$ cat src/rtl/freq_reg_pkg.sv
// Shared types, default widths and the saturating trim-step helper for the
// frequency regulator.
package freq_reg_pkg;

    typedef enum logic [1:0] {
        IDLE    = 2'd0,
        MEASURE = 2'd1,
        ADJUST  = 2'd2,
        SETTLE  = 2'd3
    } freq_state_t;

    localparam int unsigned DEF_TW         = 8;
    localparam int unsigned DEF_CW         = 16;
    localparam int unsigned DEF_STEP       = 1;
    localparam int unsigned DEF_SETTLE_CYC = 4;
    localparam int unsigned DEF_LOCK_CNT   = 3;

    // Saturating add/subtract of a step, clamped to [0, i_max]; widths up to 32.
    function automatic logic [31:0] sat_step(
        input logic [31:0] i_val,
        input logic [31:0] i_step,
        input logic [31:0] i_max,
        input logic        i_up
    );
        logic [32:0] w_sum;
        w_sum = {1'b0, i_val} + {1'b0, i_step};
        if (i_up) begin
            return (w_sum > {1'b0, i_max}) ? i_max : w_sum[31:0];
        end
        return (i_val < i_step) ? 32'd0 : (i_val - i_step);
    endfunction

endpackage

$ cat src/rtl/edge_sync_detect.sv
// Two-flop synchroniser followed by a rising-edge detector for an
// asynchronous level; o_rise is a one-cycle pulse in the i_clk domain.
module edge_sync_detect (
    input  logic i_clk,
    input  logic i_rst_n,
    input  logic i_async,
    output logic o_rise
);

    logic r_meta;
    logic r_sync;
    logic r_prev;

    // Synchronise the async input and keep one delayed copy for edge detection.
    always_ff @(posedge i_clk or negedge i_rst_n) begin
        if (!i_rst_n) begin
            r_meta <= 1'b0;
            r_sync <= 1'b0;
            r_prev <= 1'b0;
        end else begin
            r_meta <= i_async;
            r_sync <= r_meta;
            r_prev <= r_sync;
        end
    end

    assign o_rise = r_sync & ~r_prev;

endmodule

$ cat src/rtl/freq_regulator_param.sv
// Closed-loop ring-oscillator frequency regulator: counts oscillator edges
// over a programmable window, compares against [fmin, fmax] and steps a
// saturating trim word. Optional lock detection with `define FREQ_REG_LOCK_EN.
module freq_regulator_param
    import freq_reg_pkg::*;
#(
    parameter int unsigned   TW         = DEF_TW,
    parameter int unsigned   CW         = DEF_CW,
    parameter int unsigned   STEP       = DEF_STEP,
    parameter logic [TW-1:0] TRIM_INIT  = TW'(8'h80),
    parameter int unsigned   SETTLE_CYC = DEF_SETTLE_CYC,
    parameter int unsigned   LOCK_CNT   = DEF_LOCK_CNT
) (
    input  logic          clk_frequency,
    input  logic          rst_frequency,
    input  logic          init,
    input  logic          ring_clk,
    input  logic [CW-1:0] setperiod,
    input  logic [CW-1:0] fmin,
    input  logic [CW-1:0] fmax,
    output logic [TW-1:0] adjusteddiv,
    output logic [TW-1:0] final_sett,
    output logic          co,
    output logic [CW-1:0] meas_count,
    output logic          increment,
    output logic          decrement,
    output logic          sat
`ifdef FREQ_REG_LOCK_EN
    ,
    output logic          locked
`endif
);

    localparam int unsigned   SW       = $clog2(SETTLE_CYC + 2);
    localparam logic [TW-1:0] TRIM_MAX = {TW{1'b1}};

    freq_state_t   r_state;
    logic [CW-1:0] r_period;
    logic [CW-1:0] r_fmin;
    logic [CW-1:0] r_fmax;
    logic [CW-1:0] r_win;
    logic [CW-1:0] r_cnt;
    logic [CW-1:0] r_meas;
    logic [SW-1:0] r_set;
    logic [TW-1:0] r_trim;
    logic [TW-1:0] r_final;
    logic          r_co;
    logic          r_inc;
    logic          r_dec;

`ifdef FREQ_REG_LOCK_EN
    localparam int unsigned LW = $clog2(LOCK_CNT + 2);
    logic [LW-1:0] r_lock;
    logic          r_locked;
`endif

    logic          w_edge;
    logic [CW-1:0] w_cnt_next;
    logic          w_last;
    logic          w_co_next;
    logic [TW-1:0] w_trim_up;
    logic [TW-1:0] w_trim_dn;

    edge_sync_detect u_ring_sync (
        .i_clk   (clk_frequency),
        .i_rst_n (rst_frequency),
        .i_async (ring_clk),
        .o_rise  (w_edge)
    );

    assign w_cnt_next = (w_edge && (r_cnt != '1)) ? (r_cnt + CW'(1)) : r_cnt;
    assign w_last     = ((r_win + CW'(1)) == r_period);
    assign w_co_next  = ((r_win + CW'(2)) == r_period);
    assign w_trim_up  = TW'(sat_step(32'(r_trim), 32'(STEP), 32'(TRIM_MAX), 1'b1));
    assign w_trim_dn  = TW'(sat_step(32'(r_trim), 32'(STEP), 32'(TRIM_MAX), 1'b0));

    // Regulator FSM: window measurement, band decision, trim update, settle.
    // co is registered one cycle ahead so it is high during the final MEASURE
    // cycle. SETTLE spends SETTLE_CYC wait cycles plus one relatch cycle, which
    // gives a loop period of 1 + setperiod + 1 + SETTLE_CYC.
    always_ff @(posedge clk_frequency or negedge rst_frequency) begin
        if (!rst_frequency) begin
            r_state  <= IDLE;
            r_period <= '0;
            r_fmin   <= '0;
            r_fmax   <= '0;
            r_win    <= '0;
            r_cnt    <= '0;
            r_meas   <= '0;
            r_set    <= '0;
            r_trim   <= TRIM_INIT;
            r_final  <= TRIM_INIT;
            r_co     <= 1'b0;
            r_inc    <= 1'b0;
            r_dec    <= 1'b0;
`ifdef FREQ_REG_LOCK_EN
            r_lock   <= '0;
            r_locked <= 1'b0;
`endif
        end else begin
            r_co  <= 1'b0;
            r_inc <= 1'b0;
            r_dec <= 1'b0;
            if (!init) begin
                r_state <= IDLE;
                r_win   <= '0;
                r_cnt   <= '0;
                r_set   <= '0;
`ifdef FREQ_REG_LOCK_EN
                r_lock   <= '0;
                r_locked <= 1'b0;
`endif
            end else begin
                case (r_state)
                    IDLE: begin
                        r_win    <= '0;
                        r_cnt    <= '0;
                        r_set    <= '0;
                        r_period <= setperiod;
                        r_fmin   <= fmin;
                        r_fmax   <= fmax;
                        if (setperiod != '0) begin
                            r_state <= MEASURE;
                            r_co    <= (setperiod == CW'(1));
                        end
                    end
                    MEASURE: begin
                        if (w_last) begin
                            r_meas  <= w_cnt_next;
                            r_win   <= '0;
                            r_cnt   <= '0;
                            r_state <= ADJUST;
                        end else begin
                            r_win <= r_win + CW'(1);
                            r_cnt <= w_cnt_next;
                            r_co  <= w_co_next;
                        end
                    end
                    ADJUST: begin
                        if (r_meas < r_fmin) begin
                            r_trim <= w_trim_up;
                            r_inc  <= (w_trim_up != r_trim);
`ifdef FREQ_REG_LOCK_EN
                            r_lock   <= '0;
                            r_locked <= 1'b0;
`endif
                        end else if (r_meas > r_fmax) begin
                            r_trim <= w_trim_dn;
                            r_dec  <= (w_trim_dn != r_trim);
`ifdef FREQ_REG_LOCK_EN
                            r_lock   <= '0;
                            r_locked <= 1'b0;
`endif
                        end else begin
                            r_final <= r_trim;
`ifdef FREQ_REG_LOCK_EN
                            if (r_lock != LW'(LOCK_CNT)) begin
                                r_lock <= r_lock + LW'(1);
                            end
                            r_locked <= (r_lock >= LW'(LOCK_CNT - 1));
`endif
                        end
                        r_set   <= '0;
                        r_state <= SETTLE;
                    end
                    SETTLE: begin
                        if (r_set == SW'(SETTLE_CYC)) begin
                            r_set    <= '0;
                            r_period <= setperiod;
                            r_fmin   <= fmin;
                            r_fmax   <= fmax;
                            if (setperiod != '0) begin
                                r_state <= MEASURE;
                                r_co    <= (setperiod == CW'(1));
                            end else begin
                                r_state <= IDLE;
                            end
                        end else begin
                            r_set <= r_set + SW'(1);
                        end
                    end
                    default: r_state <= IDLE;
                endcase
            end
        end
    end

    assign adjusteddiv = r_trim;
    assign final_sett  = r_final;
    assign co          = r_co;
    assign meas_count  = r_meas;
    assign increment   = r_inc;
    assign decrement   = r_dec;
    assign sat         = (r_trim == '0) || (r_trim == TRIM_MAX);
`ifdef FREQ_REG_LOCK_EN
    assign locked      = r_locked;
`endif

endmodule

$ cat config.mk
export PLATFORM = sky130hd
export DESIGN_NAME = freq_regulator_param
export DESIGN_NICKNAME = d
export VERILOG_FILES = /design/src/rtl/freq_reg_pkg.sv /design/src/rtl/edge_sync_detect.sv /design/src/rtl/freq_regulator_param.sv
export SDC_FILE = /design/constraint.sdc
export NUM_CORES = 1
export LEC_CHECK = 0
export ABC_AREA = 0
export BUFFER_PORTS_ARGS = -buffer_cell sky130_fd_sc_hd__buf_2
export CAP_MARGIN = 10
export CORE_MARGIN = 2
export CORE_UTILIZATION = 37
export CTS_BUF_LIST = sky130_fd_sc_hd__clkbuf_8
export DETAILED_ROUTE_END_ITERATION = 10
export GPL_ROUTABILITY_DRIVEN = 0
export PLACE_DENSITY = 0.66
export RECOVER_POWER = 100
export SYNTH_ARGS = -nofsm -noshare
export SYNTH_HDL_FRONTEND = slang
export SYNTH_HIERARCHICAL = 1
export SYNTH_SLANG_ARGS = --single-unit
$ cat constraint.sdc
create_clock -name clk_frequency -period 6.89 [get_ports clk_frequency]
set_input_delay 0.689 -clock clk_frequency [delete_from_list [all_inputs] [get_ports clk_frequency]]
set_output_delay 0.689 -clock clk_frequency [all_outputs]
set_load 0.005 [all_outputs]
==> impl_metrics.toml, run 1 <==
[status]
violations = "capacitance limit, slew limit"
status = "finished, violations left"

[power_and_ir_drop]
seq_power_share_pct = 38.2
switchingPower_mw = 0.9494
powerDensity_nw_per_um2 = 315.2
ir_worst_vdd_mv = 0.2067
total_power_mw = 2.726
p_clk_share_pct = 28.8
power_frac_comb_pct = 33.0
internal_power_mw = 1.777
power_switching_share_pct = 34.82
p_leak_nw = 3.873

[synthesis]
netlist_area_um2 = 7594
ys_types = 63
yosys-top-cells-area = "dfrtp_1 (40%), mux2_2 (8.9%), ha_1 (7.6%)"
yosysSeqAreaShare_pct = 40.57
syn_area_per_cell_um2 = 9.552
ys_seq_elements = 123
synth_edf_count = 0
syn_inst = 795
synthArstFlopShare_pct = 100.0
yosysWarnings = 6
synth.largest_area_cell = "dfrtp_1"
synth_top_flop_cell = "dfrtp_1"
synth.net_count = 893
netlist.area_leader.share_pct = 39.87

[global_routing]
grt.overflow.total = 0
grtUsageTotal_pct = 16.52
grt_pass1_vias = 5744
antenna_found_initial = 0
grt_pass1_wl_mm = 28.89
grt_max_degree = 52

[critical_path]
start_kind = "flop"
cp-end-kind = "flop"
arrival_ns = 5.13
reg2regPathDepth = 10
max_stage_delay_ns = 1.40
worst-path-max-fanout = 15
reg2reg_slack_ns = 2.11
required_ns = 7.23
reg2reg_from = "r_win[2]$_DFFE_PN0P_"
worstReg2RegEnd = "r_win[12]$_DFFE_PN0P_"
crit_top_cell = "nand2_1"
path_class = "reg2reg"
cp_num_buf_inv = 1
worstPathCellList = "ha_1, nand2_1, or3_1, o31ai_1, nand2_1, a2111oi_0, nor2_2, buf_4, a21o_1, a22o_1"
startpoint = "r_win[2]$_DFFE_PN0P_"
critPathTopFamily = "compound AO/OA/AOI/OAI gates"
slowest_stage = "a2111oi_0"

[cells_and_area]
syn2layout_area_growth_pct = 13.91
n_fill_cell = 1992
drive_above_1_share_pct = 20.02
utilization_pct = 42.88
fin_nets = 964
antennaDiodeCount = 0
mostFrequentLayoutCell = "dfrtp_1"
layout_common_cells = "dfrtp_1 (121), buf_2 (73), nand2_1 (70)"

[routing]
viasPerCell = 5.282
wl_per_cell_um = 15.25
ant_nets = 0
drc = 0
first_pass_iters = 5
wl_mm = 17.52
drt_iter0_drc = 385
via_count = 6069

[timing]
fin_ws_ns = 2.107
setup_violations = 0
min_period_ns = 4.783
hold_ws_ns = 0.3447
slew_violations = 168
setup_tns_ns = 0
min_period_over_period_pct = 69.41
relSlewSlack_pct = -77.35
rsz0062_at_grt = "false"
worst_pin_slew_ns = 2.660
clock-skew-final_ns = 0.02031
fmax_mhz = 209.1
hold_viol = 0

[clocking]
ctsResizeCount = 0
max-clock-path-buffers = 2
cts.root.buffer_cell = "clkbuf_8"
cts_post_setup_buffers_inserted = 0
worst_skew_pair.late_latency_ns = 0.47
htree_levels = 4
clk_pin_slew_ns = 0.08
ctsHoldBuffers = 0
clkSinkCount = 123
cts_made_buffers = 17
cts_tree = "built"

[hold_path]
hold_end = "u_ring_sync/r_meta$_DFF_PN0_"
hold_class = "in2reg"
hp-start = "ring_clk"
worstHoldPathCells = 1

[run]
drv_cap = 5

[placement]
port_buffers = 87
place_hpwl_mm = 12.82
place_ws_ns = 3.284

[floorplan]
pin_count = 88
row_count = 52
die_area_um2 = 21690
coreArea_um2 = 20170
initial_core_util_pct = 37.65
die_h_um = 147.3
die_x_um = 147.3
-- kinds of logic after synthesis --
group           count (synthesis)  share of synthesized area [%]
simple gates                  250                          16.89
compound gates                173                          15.21
flops                         123                          40.57
buf+inv                        93                          4.993
mux                            66                          9.689
fa+ha+maj                      46                          7.579
xor+xnor                       44                          5.075
-- cells in the mapped netlist, drive strengths merged (7+ instances only) --
library cell  instances
xor2                 18
nor4                 13
o31ai                13
nor3                 19
nor2                 43
a21o                 11
o21ai                57
inv                  54
clkbuf               27
and2                 12
nand2                70
a22o                  9
and3                  7
nand4                18
a211oi                7
nand3                25
dfrtp               121
xnor2                26
a21oi                35
ha                   46
nor2b                 7
mux2                 60
buf                  12
or3                  14
-- sequential cells by signal, indices dropped and copies added (netlist names), 2 cells and up --
| name | flops |
|---|---|
| r_state | 2 |
| r_fmax | 16 |
| meas_count | 16 |
| r_win | 16 |
| adjusteddiv | 8 |
| r_fmin | 16 |
| r_period | 16 |
| r_set | 3 |
| final_sett | 8 |
| r_cnt | 16 |
-- final cells by class --
type / count / area (µm²) / share of cell area, %
Tap cell: 270 / 337.8 / 3.906
Multi-Input combinational cell: 579 / 4110 / 47.52
Sequential cell: 123 / 3080 / 35.61
Clock inverter: 12 / 206.4 / 2.387
Inverter: 54 / 202.7 / 2.343
Clock buffer: 20 / 275.3 / 3.182
Timing Repair Buffer: 91 / 436.7 / 5.048
-- per-layer routing --
layer | part of all wire [%] | global-route usage (%) | vias up
met3 | 4.4 | 3.634 | 19
met1 | 47 | 21.67 | 2913
met2 | 47 | 27.38 | 142
met4 | 1.2 | 5.000 | 0
li1 | - | - | 2995
met5 | 0 | 0 | -
-- metrics by stage --
step | area (µm²) | instances
final | 8650 | 1149
after detailed placement | 8225 | 1117
after global routing | 8650 | 1149
after global placement | 8225 | 1117
after floorplan | 7594 | 795
after CTS | 8707 | 1149
-- power groups by stage --
stage / registers, mW / logic (mW) / clock network [mW]
floorplan: 0.988 / 0.745 / 0
global placement: 1.05 / 0.895 / 0
detailed placement: 1.06 / 0.908 / 0
CTS: 1.04 / 0.916 / 0.798
global route: 1.07 / 1.02 / 0.828
finish: 1.04 / 0.901 / 0.784
-- worst max-delay path by stage --
stage | end | slack [ns] | cells past startpoint
CTS | r_win[12]$_DFFE_PN0P_ | 3.26 | 10
global placement | r_win[12]$_DFFE_PN0P_ | 3.34 | 10
detailed placement | r_win[12]$_DFFE_PN0P_ | 3.28 | 10
global route | meas_count[1]$_DFFE_PN0P_ | 1.52 | 8
finish | r_win[12]$_DFFE_PN0P_ | 2.11 | 10
floorplan | r_win[12]$_DFFE_PN0P_ | 4.00 | 9
No activity file was read; power rests on OpenSTA's default activity.
==> run 2: changes to the inputs <==
clock period = 5 ns   (was 6.89 ns; I/O delays follow)
==> run 2 against run 1 <==
Net effect:
- the run still ends with capacitance limit, slew limit left
- non-clock buffer count grew 1
- sequential share of layout area increased by 0.22 points
- global-route usage up 0.44 points
- sequential power is 38% higher
- critical path depth fell by 1
- clock skew fell by 0.0020 ns
- worst hold slack lost 0.19 ns
- first-iteration DRC count is 25% lower
- utilization shrank 0.27 points
- final area fell by 0.62%
- largest power group unchanged
==> impl_metrics.toml, run 2 (synthesis gave the netlist of run 1 again) <==
[timing]
fin_ws_ns = 0.9929
fmax_mhz = 249.6
worst_pin_slew_ns = 1.857
hold_viol = 0
setup_violations = 0
min_period_ns = 4.007
clock-skew-final_ns = 0.01835
relSlewSlack_pct = -23.78
setup_tns_ns = 0
min_period_over_period_pct = 80.14
slew_violations = 65
rsz0062_at_grt = "false"
hold_ws_ns = 0.1588

[global_routing]
grt_max_degree = 54
grt.overflow.total = 0
use_met1_pct = 22.36
grt_pass1_vias = 5974
grtUsageMet2_pct = 28.01
grt_use_met3_pct = 3.416
antenna_found_initial = 0
grtUsageTotal_pct = 16.96
gr-max-usage-layer = "met2"
grt_pass1_wl_mm = 29.88

[critical_path]
start_kind = "flop"
reg2reg_from = "r_win[1]$_DFFE_PN0P_"
arrival_ns = 4.29
slowest_stage = "nand3_1"
path_class = "reg2reg"
worstPathCellList = "ha_1, nand2_1, or3_1, a2111oi_4, o2111ai_1, a2111oi_4, nand3_1, nand2_1, o21ai_0"
required_ns = 5.28
worst-path-max-fanout = 32
cp-end-kind = "flop"
max_stage_delay_ns = 0.78
startpoint = "r_win[1]$_DFFE_PN0P_"

[run]
drv_cap = 2

[routing]
wl_per_cell_um = 15.25
drt_iter0_drc = 289
drc = 0
wl_mm = 17.54
viasPerCell = 5.290
via_count = 6083
first_pass_iters = 7
ant_nets = 0

[cells_and_area]
mostFrequentLayoutCell = "dfrtp_1"
syn2layout_area_growth_pct = 13.20
layout_common_cells = "dfrtp_1 (121), buf_2 (71), nand2_1 (70)"
antennaDiodeCount = 0
drive_above_1_share_pct = 19.66
fin_nets = 965

[power_and_ir_drop]
powerDensity_nw_per_um2 = 419.2
p_leak_nw = 3.845
ir_worst_vdd_mv = 0.2143

[floorplan]
coreArea_um2 = 20170
initial_core_util_pct = 37.65
die_area_um2 = 21690
row_count = 52
die_x_um = 147.3
pin_count = 88
die_h_um = 147.3

[placement]
port_buffers = 87
place_hpwl_mm = 12.84
place_ws_ns = 1.387

[clocking]
cts_tree = "built"
cts.root.buffer_cell = "clkbuf_8"
clkSinkCount = 123
htree_levels = 4
max-clock-path-buffers = 2
ctsResizeCount = 0
clk_pin_slew_ns = 0.07
worst_skew_pair.late_latency_ns = 0.46
cts_made_buffers = 17

[status]
violations = "capacitance limit, slew limit"
status = "finished, violations left"

[hold_path]
hp-start = "ring_clk"
hold_class = "in2reg"
-- run 2: cell count changes in the layout (fill, tap and decap cells not counted), moves of 2 or more --
cell,previous run,this run
o21ai_1,8,13
inv_6,4,2
clkbuf_2,0,2
clkinv_4,1,5
buf_2,73,71
o21ai_0,49,44
bufinv_16,5,2
-- run 2: worst max-delay path, delay by kind of cell (launching register included) --
| kind | cells | cell delay (ns) |
|---|---|---|
| adder cells (fa/ha/maj) | 1 | 0.34 |
| AO/OA/AOI/OAI | 4 | 1.31 |
| AND/OR/NAND/NOR | 4 | 1.69 |
| flip-flops | 1 | 0.47 |
-- run 2: cell type report --
cell class                      instances  area, µm²
Clock buffer                           20      275.3
Clock inverter                         12      137.6
Fill cell                            1999      11570
Inverter                               54      202.7
Multi-Input combinational cell        579       4115
Sequential cell                       123       3080
Tap cell                              270      337.8
Timing Repair Buffer                   92      446.7
-- run 2: per-layer routing --
metal  wire length, µm  share of wire, %
met5                 0                 0
met1              8218                47
met3               727               4.1
met2              8283                47
met4               314               1.8
-- run 2: path summary, 6_finish.rpt --
check | end | cells past startpoint | slack [ns]
setup / recovery | meas_count[2]$_DFFE_PN0P_ | 9 | 0.99
hold / removal | u_ring_sync/r_meta$_DFF_PN0_ | 1 | 0.16
setup reg to reg | meas_count[2]$_DFFE_PN0P_ | 9 | 0.99
hold reg to reg | u_ring_sync/r_sync$_DFF_PN0_ | 0 | 0.35
max in group asynchronous | r_fmax[14]$_DFFE_PN0P_ | 3 | 1.80
min in group asynchronous | r_period[2]$_DFFE_PN0P_ | 2 | 1.09
-- run 2: power by group --
part           total, mW  leakage [nW]  switching [mW]  internal (mW)
sequential          1.43          1.58           0.204           1.22
clock              0.924         0.211           0.437          0.487
combinational       1.25          2.06           0.665          0.586
total               3.60          3.85            1.31           2.30
-- run 2: repair_timing --
action | in CTS | in global routing
hold endpoints to repair | 26 | 0
buffers inserted | 0 | 0
hold buffers | 1 | 0
-- run 2: stage by stage --
stage | cell area [µm²] | utilization, % | instances | total power [mW]
after CTS | 8648 | 42.88 | 1150 | 3.648
after global placement | 8225 | 40.78 | 1117 | 2.675
after detailed placement | 8225 | 40.78 | 1117 | 2.707
after global routing | 8596 | 42.62 | 1150 | 3.887
after floorplan | 7594 | - | 795 | 2.388
final | 8596 | 42.62 | 1150 | 3.603
